[src/rtl/seg_scan_driver.sv]
// seg_scan_driver: N-digit multiplexed seven-segment scan driver.
// Double-buffered data (staging -> active at frame boundary), per-digit enable
// and decimal point, anti-ghost blanking at slot start, 16-level PWM
// brightness, selectable output polarity and a frame_start strobe.
// Handshake: load is a single-cycle strobe with no back-pressure; every
// strobe is accepted into staging, and the last one before a frame boundary
// is the one that goes active.
module seg_scan_driver #(
    parameter int N_DIGITS    = 8,
    parameter int REFRESH_CNT = 100_000,
    parameter int BLANK_CNT   = 1_000,
    parameter int ACTIVE_LOW  = 1
) (
    input  logic                    ck,
    input  logic                    rst_n,
    input  logic [4*N_DIGITS-1:0]   digits,
    input  logic [N_DIGITS-1:0]     dp,
    input  logic [N_DIGITS-1:0]     digit_en,
    input  logic [3:0]              brightness,
    input  logic                    load,
    output logic [N_DIGITS-1:0]     an,
    output logic [6:0]              c,
    output logic                    dp_out,
    output logic                    frame_start
);

    localparam int SW   = $clog2(REFRESH_CNT);
    localparam int SELW = $clog2(N_DIGITS);
    localparam logic [SW-1:0]   SLOT_LAST = SW'(REFRESH_CNT - 1);
    localparam logic [SW-1:0]   BLANK_END = SW'(BLANK_CNT);
    localparam logic [SELW-1:0] SEL_LAST  = SELW'(N_DIGITS - 1);
    // XOR mask turning active-high internal values into pin polarity
    localparam logic            POL       = (ACTIVE_LOW != 0);

    // Active-low segment patterns {ca..cg}
    function automatic logic [6:0] font_lo(input logic [3:0] v);
        case (v)
            4'h0: font_lo = 7'h01;
            4'h1: font_lo = 7'h4F;
            4'h2: font_lo = 7'h12;
            4'h3: font_lo = 7'h06;
            4'h4: font_lo = 7'h4C;
            4'h5: font_lo = 7'h24;
            4'h6: font_lo = 7'h20;
            4'h7: font_lo = 7'h0F;
            4'h8: font_lo = 7'h00;
            4'h9: font_lo = 7'h04;
            4'hA: font_lo = 7'h08;
            4'hB: font_lo = 7'h60;
            4'hC: font_lo = 7'h31;
            4'hD: font_lo = 7'h42;
            4'hE: font_lo = 7'h30;
            default: font_lo = 7'h38;
        endcase
    endfunction

    logic [SW-1:0]          slot_cnt_q, slot_cnt_d;
    logic [SELW-1:0]        sel_q, sel_d;
    logic [3:0]             pwm_cnt_q, pwm_cnt_d;
    logic                   slot_wrap, frame_bnd;

    logic [4*N_DIGITS-1:0]  stg_digits_q, stg_digits_d;
    logic [N_DIGITS-1:0]    stg_dp_q, stg_dp_d;
    logic [N_DIGITS-1:0]    stg_en_q, stg_en_d;
    logic [3:0]             stg_bright_q, stg_bright_d;
    logic                   pending_q, pending_d;

    logic [4*N_DIGITS-1:0]  act_digits_q, act_digits_d;
    logic [N_DIGITS-1:0]    act_dp_q, act_dp_d;
    logic [N_DIGITS-1:0]    act_en_q, act_en_d;
    logic [3:0]             act_bright_q, act_bright_d;

    logic                   lit;
    logic [N_DIGITS-1:0]    an_hi;
    logic [6:0]             seg_hi;
    logic                   dp_hi;
    logic [N_DIGITS-1:0]    an_q, an_d;
    logic [6:0]             c_q, c_d;
    logic                   dp_out_q, dp_out_d;
    logic                   frame_start_q, frame_start_d;

    // Slot counter, digit select and PWM phase (PWM restarts at every slot)
    always_comb begin
        slot_wrap  = (slot_cnt_q == SLOT_LAST);
        frame_bnd  = slot_wrap && (sel_q == SEL_LAST);
        slot_cnt_d = slot_wrap ? '0 : slot_cnt_q + SW'(1);
        sel_d      = sel_q;
        if (slot_wrap) begin
            sel_d = (sel_q == SEL_LAST) ? '0 : sel_q + SELW'(1);
        end
        pwm_cnt_d  = slot_wrap ? 4'd0 : pwm_cnt_q + 4'd1;
    end

    // Staging capture on load; staging promoted to active only at frame boundary
    always_comb begin
        stg_digits_d = stg_digits_q;
        stg_dp_d     = stg_dp_q;
        stg_en_d     = stg_en_q;
        stg_bright_d = stg_bright_q;
        pending_d    = pending_q;
        act_digits_d = act_digits_q;
        act_dp_d     = act_dp_q;
        act_en_d     = act_en_q;
        act_bright_d = act_bright_q;
        // Promotion uses the old staging, so a coincident load waits a frame
        if (frame_bnd && pending_q) begin
            act_digits_d = stg_digits_q;
            act_dp_d     = stg_dp_q;
            act_en_d     = stg_en_q;
            act_bright_d = stg_bright_q;
        end
        if (frame_bnd) begin
            pending_d = 1'b0;
        end
        if (load) begin
            stg_digits_d = digits;
            stg_dp_d     = dp;
            stg_en_d     = digit_en;
            stg_bright_d = brightness;
            pending_d    = 1'b1;
        end
    end

    // Lit-window decode and pin drive values (registered one cycle later)
    always_comb begin
        lit = (slot_cnt_q >= BLANK_END) && act_en_q[sel_q] &&
              ((act_bright_q == 4'hF) || (pwm_cnt_q < act_bright_q));
        an_hi = '0;
        if (lit) begin
            an_hi[sel_q] = 1'b1;
        end
        seg_hi        = lit ? ~font_lo(act_digits_q[{sel_q, 2'b00} +: 4]) : 7'h00;
        dp_hi         = lit && act_dp_q[sel_q];
        an_d          = an_hi ^ {N_DIGITS{POL}};
        c_d           = seg_hi ^ {7{POL}};
        dp_out_d      = dp_hi ^ POL;
        frame_start_d = frame_bnd;
    end

    // State registers; reset leaves all pins inactive and the display dark
    always_ff @(posedge ck or negedge rst_n) begin
        if (!rst_n) begin
            slot_cnt_q    <= '0;
            sel_q         <= '0;
            pwm_cnt_q     <= 4'd0;
            stg_digits_q  <= '0;
            stg_dp_q      <= '0;
            stg_en_q      <= '0;
            stg_bright_q  <= 4'd0;
            pending_q     <= 1'b0;
            act_digits_q  <= '0;
            act_dp_q      <= '0;
            act_en_q      <= '0;
            act_bright_q  <= 4'd0;
            an_q          <= {N_DIGITS{POL}};
            c_q           <= {7{POL}};
            dp_out_q      <= POL;
            frame_start_q <= 1'b0;
        end else begin
            slot_cnt_q    <= slot_cnt_d;
            sel_q         <= sel_d;
            pwm_cnt_q     <= pwm_cnt_d;
            stg_digits_q  <= stg_digits_d;
            stg_dp_q      <= stg_dp_d;
            stg_en_q      <= stg_en_d;
            stg_bright_q  <= stg_bright_d;
            pending_q     <= pending_d;
            act_digits_q  <= act_digits_d;
            act_dp_q      <= act_dp_d;
            act_en_q      <= act_en_d;
            act_bright_q  <= act_bright_d;
            an_q          <= an_d;
            c_q           <= c_d;
            dp_out_q      <= dp_out_d;
            frame_start_q <= frame_start_d;
        end
    end

    assign an          = an_q;
    assign c           = c_q;
    assign dp_out      = dp_out_q;
    assign frame_start = frame_start_q;

endmodule

[config.mk]
export PLATFORM = sky130hd
export DESIGN_NAME = seg_scan_driver
export DESIGN_NICKNAME = d
export VERILOG_FILES = /design/src/rtl/seg_scan_driver.sv
export SDC_FILE = /design/constraint.sdc
export NUM_CORES = 1
export LEC_CHECK = 0
export ABC_AREA = 1
export CAP_MARGIN = 20
export CORE_MARGIN = 3
export CORE_UTILIZATION = 56
export DETAILED_ROUTE_END_ITERATION = 16
export PLACE_DENSITY = 0.79
export SLEW_MARGIN = 25
export SYNTH_ARGS = -nofsm -noshare
export SYNTH_HDL_FRONTEND = slang
export SYNTH_SLANG_ARGS = --single-unit
export TNS_END_PERCENT = 100
[constraint.sdc]
create_clock -name ck -period 2.2 [get_ports ck]
set_clock_uncertainty 0.15 [all_clocks]
set_input_delay 0.66 -clock ck [delete_from_list [all_inputs] [get_ports ck]]
set_output_delay 0.66 -clock ck [all_outputs]
set_load 0.01 [all_outputs]
# Word level (Yosys, flattened, before mapping)
# Memory sizes are Yosys's and may differ from the RTL's.
# Cells that the tools add are included.
dict set report classes {
  add_sub_neg 3
  magnitude_cmp 4
  n_eq_ne 3
  shifts 1
  mux 13
  bitwise 4
  reduce_logical 8
}
# operator n
set op_table {}
lappend op_table {{$shiftx 32x6->4} 1}
lappend op_table {{$add 17x1->17 const B} 1}
lappend op_table {{$eq 17x17->1 const B} 1}
lappend op_table {{$ge 17x10->1 const B} 1}
lappend op_table {{$mux 17} 1}
lappend op_table {{$not 7->7} 2}
lappend op_table {{$mux 8} 1}
lappend op_table {{$not 8->8} 1}
lappend op_table {{$mux 7} 1}
lappend op_table {{$bmux 1 s3} 2}
lappend op_table {{$logic_and 1x1->1} 6}
lappend op_table {{$mux 1} 5}
lappend op_table {{$add 4x1->4 const B} 1}
lappend op_table {{$eq 4x4->1 const B} 1}
lappend op_table {{$lt 3x4->1 const B} 1}
lappend op_table {{$lt 4x4->1} 1}
lappend op_table {{$mux 4} 1}
lappend op_table {{$add 3x1->3 const B} 1}
lappend op_table {{$demux 1 s3} 1}
lappend op_table {{$eq 3x3->1 const B} 1}
lappend op_table {{$ge 3x1->1 const B} 1}
lappend op_table {{$mux 3} 1}
lappend op_table {{$reduce_bool 2->1} 1}
lappend op_table {{$logic_or 1x1->1} 1}
lappend op_table {{$not 1->1} 1}
dict set report totals {
  register_bits 146
  rom_bits 112
  inputBits 55
  output_inout_bits 17
  word_cells 53
  n_memories 1
}
# memory words word_bits rd rd_ports_with_merged_regs wr line_no
set mem_list {}
lappend mem_list {{(name not given)} 16 7 1 0 0 37} ;# case (v)

# Depth between registers and ports, before layout
# Gate-level depths: netlist of the first run.
dict set report logic_depth {
  word_depth 6
  mapped_depth 15
  ltp_nobuf 14
}

# Worst setup path before layout of the first run
# Ideal clock, no wire load.
dict set report synth_timing {
  path_type {flip-flop to flip-flop}
  start {register sel_q[1]}
  end {register c_q[3] (netlist: c[3])}
  setup_ps 64
  arrival_time_ps 1767
  path_slack_ps 220
  stages_incl_launch_ff 15
  path_buffers 2
  period_less_slack_ps 1980
  cell_sequence {dfrtp_1 buf_2 inv_1 buf_2 nand2_1 nand2_1 nand2_1 nand2_1 inv_1 ha_1 inv_1 nand2_1 o21ai_0 nand2_1 nand3_1}
}
dict set report synth_between {
  elab_chain_len 6
}
# element line_no
set synth_lines {}
lappend synth_lines {{start, declared} 58} ;# logic [SELW-1:0] sel_q, sel_d;
lappend synth_lines {{start signal, assigned} 161} ;# sel_q <= sel_d;
lappend synth_lines {{branches (longest 4 deep; another with $mem_v2 16x7)} n/a}
lappend synth_lines {{$mux 7 *} 132} ;# seg_hi = lit ? ~font_lo(act_digits_q[{sel_q, 2'b00} +: 4]) : 7'h00;
lappend synth_lines {{$not 7->7 (no line) *} n/a}
lappend synth_lines {{via c_d[3]} 78} ;# logic [6:0] c_q, c_d;
lappend synth_lines {{end signal, assigned} 156} ;# c_q <= {7{POL}};
lappend synth_lines {{end, declared} 78}
# Mark *: on every way through the listed nets, which the timed path passes. The select of a mux whose other input is x is not followed.
# A chain may end at the register's enable or synchronous reset.

# Worst setup path after layout of the first run
dict set report layout_timing {
  start {register frame_start_q (netlist: frame_start)}
  end {output port frame_start}
}
# element line_no
set layout_rtl {}
lappend layout_rtl {{start, declared} 80} ;# logic frame_start_q, frame_start_d;
lappend layout_rtl {{start signal, assigned} 175} ;# frame_start_q <= frame_start_d;
lappend layout_rtl {{end, declared} 24} ;# output logic frame_start
# No word-level cell between the ends.

==> results of run 1 <==
==> what timing repair did <==
item | in CTS | in global routing
hold endpoints to repair | 0 | 0
hold buffers | 0 | 0
endpoints found under the setup margin | 16 | 13
resized for setup | 16 | 12
==> where the power goes <==
part	switching [W]	internal, W
clock	0.00105	0.00167
combinational	0.000167	0.000132
sequential	0.0000338	0.00277
total	0.00126	0.00458
==> metal layers <==
metal | part of all wire | wire (µm) | vias to the layer above | global-route usage
met3 | 0.043 | 619 | 27 | 0.0584
met1 | 0.43 | 6110 | 2522 | 0.304
met2 | 0.50 | 7160 | 154 | 0.384
li1 | - | - | 2585 | -
met5 | 0 | 0 | - | 0
met4 | 0.025 | 363 | 0 | 0.105
==> kinds of logic (layout without fill, tap and decap cells) <==
family,Yosys count,count (layout)
buffers and inverters,113,194
and+or+nand+nor,406,406
AOI/OAI and AO/OA,96,96
DFF,146,146
xor gates and xnor gates,6,6
adders and majority gates,14,14
==> cell type report <==
| cell class | count | area (µm²) | share of cell area |
|---|---|---|---|
| tap | 143 | 179 | 0.0222 |
| sequential | 146 | 3680 | 0.456 |
| inverter | 77 | 294 | 0.0365 |
| timing repair buffer | 88 | 860 | 0.107 |
| multi-input combinational | 522 | 2490 | 0.310 |
| clock inverter | 10 | 114 | 0.0141 |
| clock buffer | 19 | 443 | 0.0550 |
==> flip-flops by register name, summed over array words and instances, names as in the netlist <==
name	count
act_digits_q	32
stg_en_q	8
pending_q	1
act_bright_q	4
stg_bright_q	4
dp_out	1
an	8
c	7
pwm_cnt_q	4
frame_start	1
act_en_q	8
slot_cnt_q	17
stg_digits_q	32
act_dp_q	8
sel_q	3
stg_dp_q	8
==> cell usage in the layout, fill, tap and decap left out, types with 14 or more instances in the layout <==
cell type	count
dfrtp_1	128
nor2_1	40
dlygate4sd2_1	16
o21ai_0	52
nand2_1	289
clkdlybuf4s50_1	53
clkbuf_16	17
dfstp_2	16
ha_1	14
inv_1	73
nand3_1	48
o21ai_2	22
==> worst max path at each step <==
stage,start,depth (start not counted),to
finish,frame_start,1,frame_start
global placement,sel_q[0],14,c[3]
CTS,sel_q[0],14,c[3]
floorplan,sel_q[1],14,c[3]
detailed placement,sel_q[0],14,c[3]
global route,sel_q[0],13,c[6]
==> per-stage QoR <==
step                      power [W]   util  worst slack, ns  hold WS [ns]  instances
after floorplan             0.00295      -            0.220         0.214        781
after global placement      0.00314  0.651            0.199         0.305        976
after detailed placement    0.00315  0.651           0.0705         0.310        976
after CTS                   0.00587  0.698           0.0562        0.0251       1005
after global routing        0.00605  0.700         0.000588        0.0333       1005
final                       0.00583  0.700            0.123        0.0180       1005
==> summary.md, run 1 <==
| Metric | Value |
|---|---|
| Initial drt markers | roughly 490 |
| Data arrival time of the critical path | ~1.3 ns |
| Maximum fanout along the worst path | 1 |
| Average size of a mapped cell | 8.53 µm² |
| Type of the worst setup path | reg -> out |
| Final GP Congestion | around 0.9 |
| Count of flip-flops with a built-in enable after synthesis | 0 |
| Largest stage delay on the critical path | roughly 0.53 ns |
| Number of storage elements in the synthesis netlist | between 100 and 150 |
| CTS sink cnt | around 150 |
| First-pass GRT wire length | 24.8 mm |
| Wire length per cell after detailed routing | ~14 µm |
| Sequential share of the synthesized area | 0.552 |
| Placement row count | 39 |
| Cell taking the most area after synthesis | dfrtp_1 |
| Via density per instance | roughly 5.3 |
| Logic depth of the worst register-to-register path | 9 |
| Tmin final | 2.08 ns |
| Post-synthesis xor/xnor area fraction | 0.00789 |
| Synthesis-to-finish area growth | 21.0% |
| Effective utilization at floorplan | 0.578 |
| Pin count of the biggest net entering global routing | a little over 60 |
| H-tree levels | 4 |
| Static Leakage | around 3.9 nW |
| Final non-filler cell area | between 8000 and 9000 µm² |
| Share of Yosys cell area claimed by the top area cell type | 0.488 |
| Placed instance area | between 7000 and 8000 µm² |
| Filler cell count | between 800 and 900 |
| CTS clk-pin slew, worst paths | roughly 0.050 ns |
| Critical Path Start Type | flop |
| Number of nets in the layout | 921 |
| Routed via count | 5288 |
| Synth area leaders | dfrtp_1, nand2_1, dfstp_2, inv_1, o21ai_0 |
| Number of antenna violations at the first check in global routing | 0 |
| Vias in the first global route | roughly 5300 |
| Die extent in x | around 120 µm |
| Crit share post-route | 0.944 |
| Slew Limit Headroom | 0.511 |
| GRT Resource Usage Total | 0.237 |
| Final hold vios | 0 |
| Maximum resistive drop on vdd | between 0.0004 and 0.0005 V |
| Share of layout cells above drive strength 1 | 0.118 |
| Remaining Overflow, GRT | 0 |
| Number of placed I/O pins | 72 |
| Async set or reset register ratio after synthesis | 1.00 |
| Fmax | about 480 MHz |
| Ranking of synthesized cells by instance count | nand2_1, dfrtp_1, inv_1 |
| Latest clock arrival within the worst-skew pair | roughly 0.42 ns |
| Worst flop-to-flop path startpoint | sel_q[0] |
| Maximum clock path buffer count | 2 |
| Worst Hold Class | in -> async |
| Post-synthesis share of cell area spent on and, or, nand and nor gates | 0.254 |
| TritonCTS Buffers | 17 |
| Setup TNS | 0 ns |
| Clock tree root buffer cell | clkbuf_16 |
| Die Ht | 115 µm |
| Number of warnings printed during yosys synthesis | 0 |
| Worst Setup End Kind | primary output |
| Area fraction in compound gates after synthesis | 0.0851 |
| Cells along the critical path | clkdlybuf4s50_1 |
| Sum of routed wire length over all layers | between 10 and 15 mm |
| Adder-cell area share of the yosys netlist | 0.0263 |
| Number of standard cells after synthesis | roughly 780 |
| Core Box Area | about 12000 µm² |
| Count leader, synth | nand2_1 |
| Worst-margin pin slew | ~0.73 ns |
| Setup repair after global routing missed its margin | no |
| Post-CTS setup buffer count | 0 |
| Crit path buf inv count | 1 |
| Top FF cell, synth | dfrtp_1 |
| TritonCTS clock tree | built |
| Slowest CP cell | clkdlybuf4s50_1 |
| Quantity of I/O buffers inserted on ports | about 70 |
| Multiplexer area fraction after synthesis | 0 |
| Endpoint of the lowest-slack register-to-register path | act_en_q[0] |
| Run status | finished clean |
| Number of setup violations in the final report | 0 |
| Post-synthesis net count | 850 |
| Max-capacitance violation count | 0 |
| Iteration count of the initial detailed-routing pass | 5 |
| Crit-path leading delay family | buffers and inverters |
| Count of cell types in the netlist | 32 |
| Power density relative to cell area | 723 nW/µm² |
| Number of design rule violations left after detail routing | 0 |
| Critical path data required time | approximately 1.4 ns |
| Number of inserted diodes | 0 |
| DIE AREA | 13200 µm² |
| Main combinational cell family by area after synthesis | simple AND/OR/NAND/NOR gates |
| Antenna Violating Nets Remaining | 0 |
| Slack of the worst reg-to-reg path | roughly 0.16 ns |
| Number of pins exceeding their max-slew limit in the final report | 0 |
| Placed wire-length estimate | approximately 9.6 mm |
| Mapped cell area | 6660 µm² |
Power figures use the tool's default switching activity.
==> run 2: changes to the inputs <==
--- a/config.mk
+++ b/config.mk
@@ -11,6 +11,7 @@
 export CORE_UTILIZATION = 56
 export DETAILED_ROUTE_END_ITERATION = 16
 export PLACE_DENSITY = 0.79
+export SETUP_SLACK_MARGIN = 0.3
 export SLEW_MARGIN = 25
 export SYNTH_ARGS = -nofsm -noshare
 export SYNTH_HDL_FRONTEND = slang
==> run 2 against run 1 <==
Worst hold slack better by 0.0075 ns. Sequential share of layout area is 4.0 points lower. Routed wire length is 34% higher. Critical path depth is 10 higher. Critical path type is now reg -> reg. Setup slack worse by 0.034 ns. Non-clock buffer count is 40 higher. Clock-buffer cell count is 3 higher. Largest power group is now the clock network.
==> summary.md, run 2 (synthesis results as in run 1) <==
| Metric | Value |
|---|---|
| Run status | finished clean |
| CTS sink cnt | 146 (unchanged) |
| Routed via count | 5971 (+13%) |
| Number of pins exceeding their max-slew limit in the final report | 0 (unchanged) |
| Logic depth of the worst register-to-register path | 11 (+2) |
| Quantity of I/O buffers inserted on ports | 71 (unchanged) |
| Registers with the most flip-flops | act_digits_q x32, stg_digits_q x32, slot_cnt_q x17 |
| Number of design rule violations left after detail routing | 0 (unchanged) |
| Pin count of the biggest net entering global routing | 60 (-1.6%) |
| TritonCTS Buffers | 17 (unchanged) |
| Final hold vios | 0 (unchanged) |
| Setup repair after global routing missed its margin | yes |
| Placement row count | 39 (unchanged) |
| Worst Setup End Kind | flop |
| Number of setup violations in the final report | 0 (unchanged) |
| Maximum clock path buffer count | 2 (unchanged) |
| Most used cells in the layout excluding fill and tap cells | nand2_1, dfrtp_1, inv_1 |
| Tmin final | 2.11 ns (+0.0335 ns) |
| Post-layout instance count excluding filler cells | 1050 (+4.5%) |
| Maximum fanout along the worst path | 21 (+20) |
| Data arrival time of the critical path | 2.28 ns (+1.01 ns) |
| TritonCTS clock tree | built |
| Synthesis-to-finish area growth | 32.7% |
| First-pass GRT wire length | 29.2 mm (+18%) |
| GRT Resource Usage Total | 0.288 (+0.0512) |
| Critical path data required time | 2.37 ns (+0.98 ns) |
| Setup TNS | 0 ns (unchanged) |
| Critical Path Start Type | flop |
| Antenna Violating Nets Remaining | 0 (unchanged) |
| Effective utilization at floorplan | 0.578 (unchanged) |
| Die extent in x | 115 µm (unchanged) |
| Latest clock arrival within the worst-skew pair | 0.43 ns (about the same) |
| Sum of routed wire length over all layers | 19.2 mm (+34%) |
| Initial drt markers | 517 (+5.7%) |
| Slew Limit Headroom | 0.478 (-0.0333) |
| Via density per instance | 5.69 (+8.1%) |
| Number of placed I/O pins | 72 (unchanged) |
| Maximum resistive drop on vdd | 0.000476 V (-4.1%) |
| Iteration count of the initial detailed-routing pass | 7 (+2) |
| Worst-margin pin slew | 0.783 ns (+0.0508 ns) |
| Power density relative to cell area | 695 nW/µm² (-3.9%) |
| Type of the worst setup path | reg -> reg |
| Share of layout cells above drive strength 1 | 0.230 (+0.112) |
| Remaining Overflow, GRT | 0 (unchanged) |
| Final GP Congestion | 0.853 (-3.7%) |
| Commonest non-fill, non-tap cell in the layout | nand2_1 |
| Max-capacitance violation count | 0 (unchanged) |
| H-tree levels | 4 (unchanged) |
| Count of placed standard cells including taps | 979 (+0.31%) |
| Clock tree root buffer cell | clkbuf_16 |
| Die Ht | 115 µm (unchanged) |
| Core Box Area | 11500 µm² (unchanged) |
| CTS clk-pin slew, worst paths | 0.06 ns (about the same) |
| DIE AREA | 13200 µm² (unchanged) |
| Number of inserted diodes | 0 (unchanged) |
| Number of nets in the layout | 963 (+4.6%) |
| Worst Hold Class | in -> async |
| Placed wire-length estimate | 10.4 mm (+7.5%) |
| Vias in the first global route | 6056 (+14%) |
| Wire length per cell after detailed routing | 18.2 µm (+29%) |
| Static Leakage | 4.33 nW (+9.9%) |
| Fmax | 474 MHz (-1.6%) |
| Crit share post-route | 0.959 (+0.0152) |
| Number of antenna violations at the first check in global routing | 0 (unchanged) |
run 2: cell count changes in the layout (fill, tap and decap cells not counted), sizes merged:
cell           delta
buf              +56
bufinv            +1
clkbuf            +3
clkdlybuf4s15     +1
clkdlybuf4s50     -1
dlygate4sd2      -16
inv               +1
run 2: what timing repair did:
| action | 4_1_cts | 5_1_grt |
|---|---|---|
| setup buffers | 22 | 9 |
| gates resized for setup | 117 | 49 |
| hold buffers | 0 | 0 |
| pin swaps | 19 | 15 |
| cloned | 8 | 0 |
| setup endpoints to repair | 94 | 90 |
run 2: where the power goes:
part / switching (W) / internal [W] / total, W
clock network: 0.00113 / 0.00189 / 0.00302
registers: 0.0000380 / 0.00277 / 0.00281
logic: 0.000176 / 0.000136 / 0.000313
total: 0.00134 / 0.00480 / 0.00614
run 2: worst max-delay path, cell delays in order (launching register included):
cell	delay [ns]
dfrtp_2	0.46
buf_4	0.15
buf_8	0.10
ha_2	0.19
ha_4	0.14
inv_2	0.05
nor2_4	0.10
nand2_4	0.11
buf_12	0.20
buf_16	0.16
nand2_1	0.10
o21ai_2	0.08
run 2: layout make-up:
type,count,area (µm²)
Tap cell,143,179
Timing Repair Buffer,128,1350
Clock buffer,22,484
Clock inverter,10,130
Fill cell,722,2680
Timing Repair inverter,2,15.0
Inverter,77,313
Sequential cell,146,3670
Multi-Input combinational cell,522,2690
run 2: per-stage QoR:
stage	area [µm²]	utilization	hold slack [ns]	setup WS, ns	total power, W
3_3_place_gp	7540	0.655	0.308	0.160	0.00315
4_1_cts	8600	0.747	0.0356	0.199	0.00613
6_report	8840	0.767	0.0254	0.0897	0.00614
5_1_grt	8840	0.767	0.0557	0.0269	0.00632
3_5_place_dp	7540	0.655	0.311	0.0985	0.00316
2_1_floorplan	6680	-	0.214	0.319	0.00295
run 2: final timing paths:
check | end | slack, ns | from
worst max-delay path | act_digits_q[2] | 0.09 | sel_q[0]
worst min register to register | stg_digits_q[31] | 0.33 | stg_digits_q[31]
max in group asynchronous | an[0] | 1.30 | rst_n
worst min-delay path | act_bright_q[0] | 0.03 | rst_n
worst max register to register | act_digits_q[2] | 0.09 | sel_q[0]
min in group ck | stg_digits_q[31] | 0.33 | stg_digits_q[31]
run 2: routing by layer:
metal	vias to the layer above	global-route usage	part of all wire
met4	0	0.135	0.043
li1	2673	-	-
met2	304	0.489	0.51
met3	85	0.0768	0.079
met1	2909	0.343	0.37
met5	-	0	0
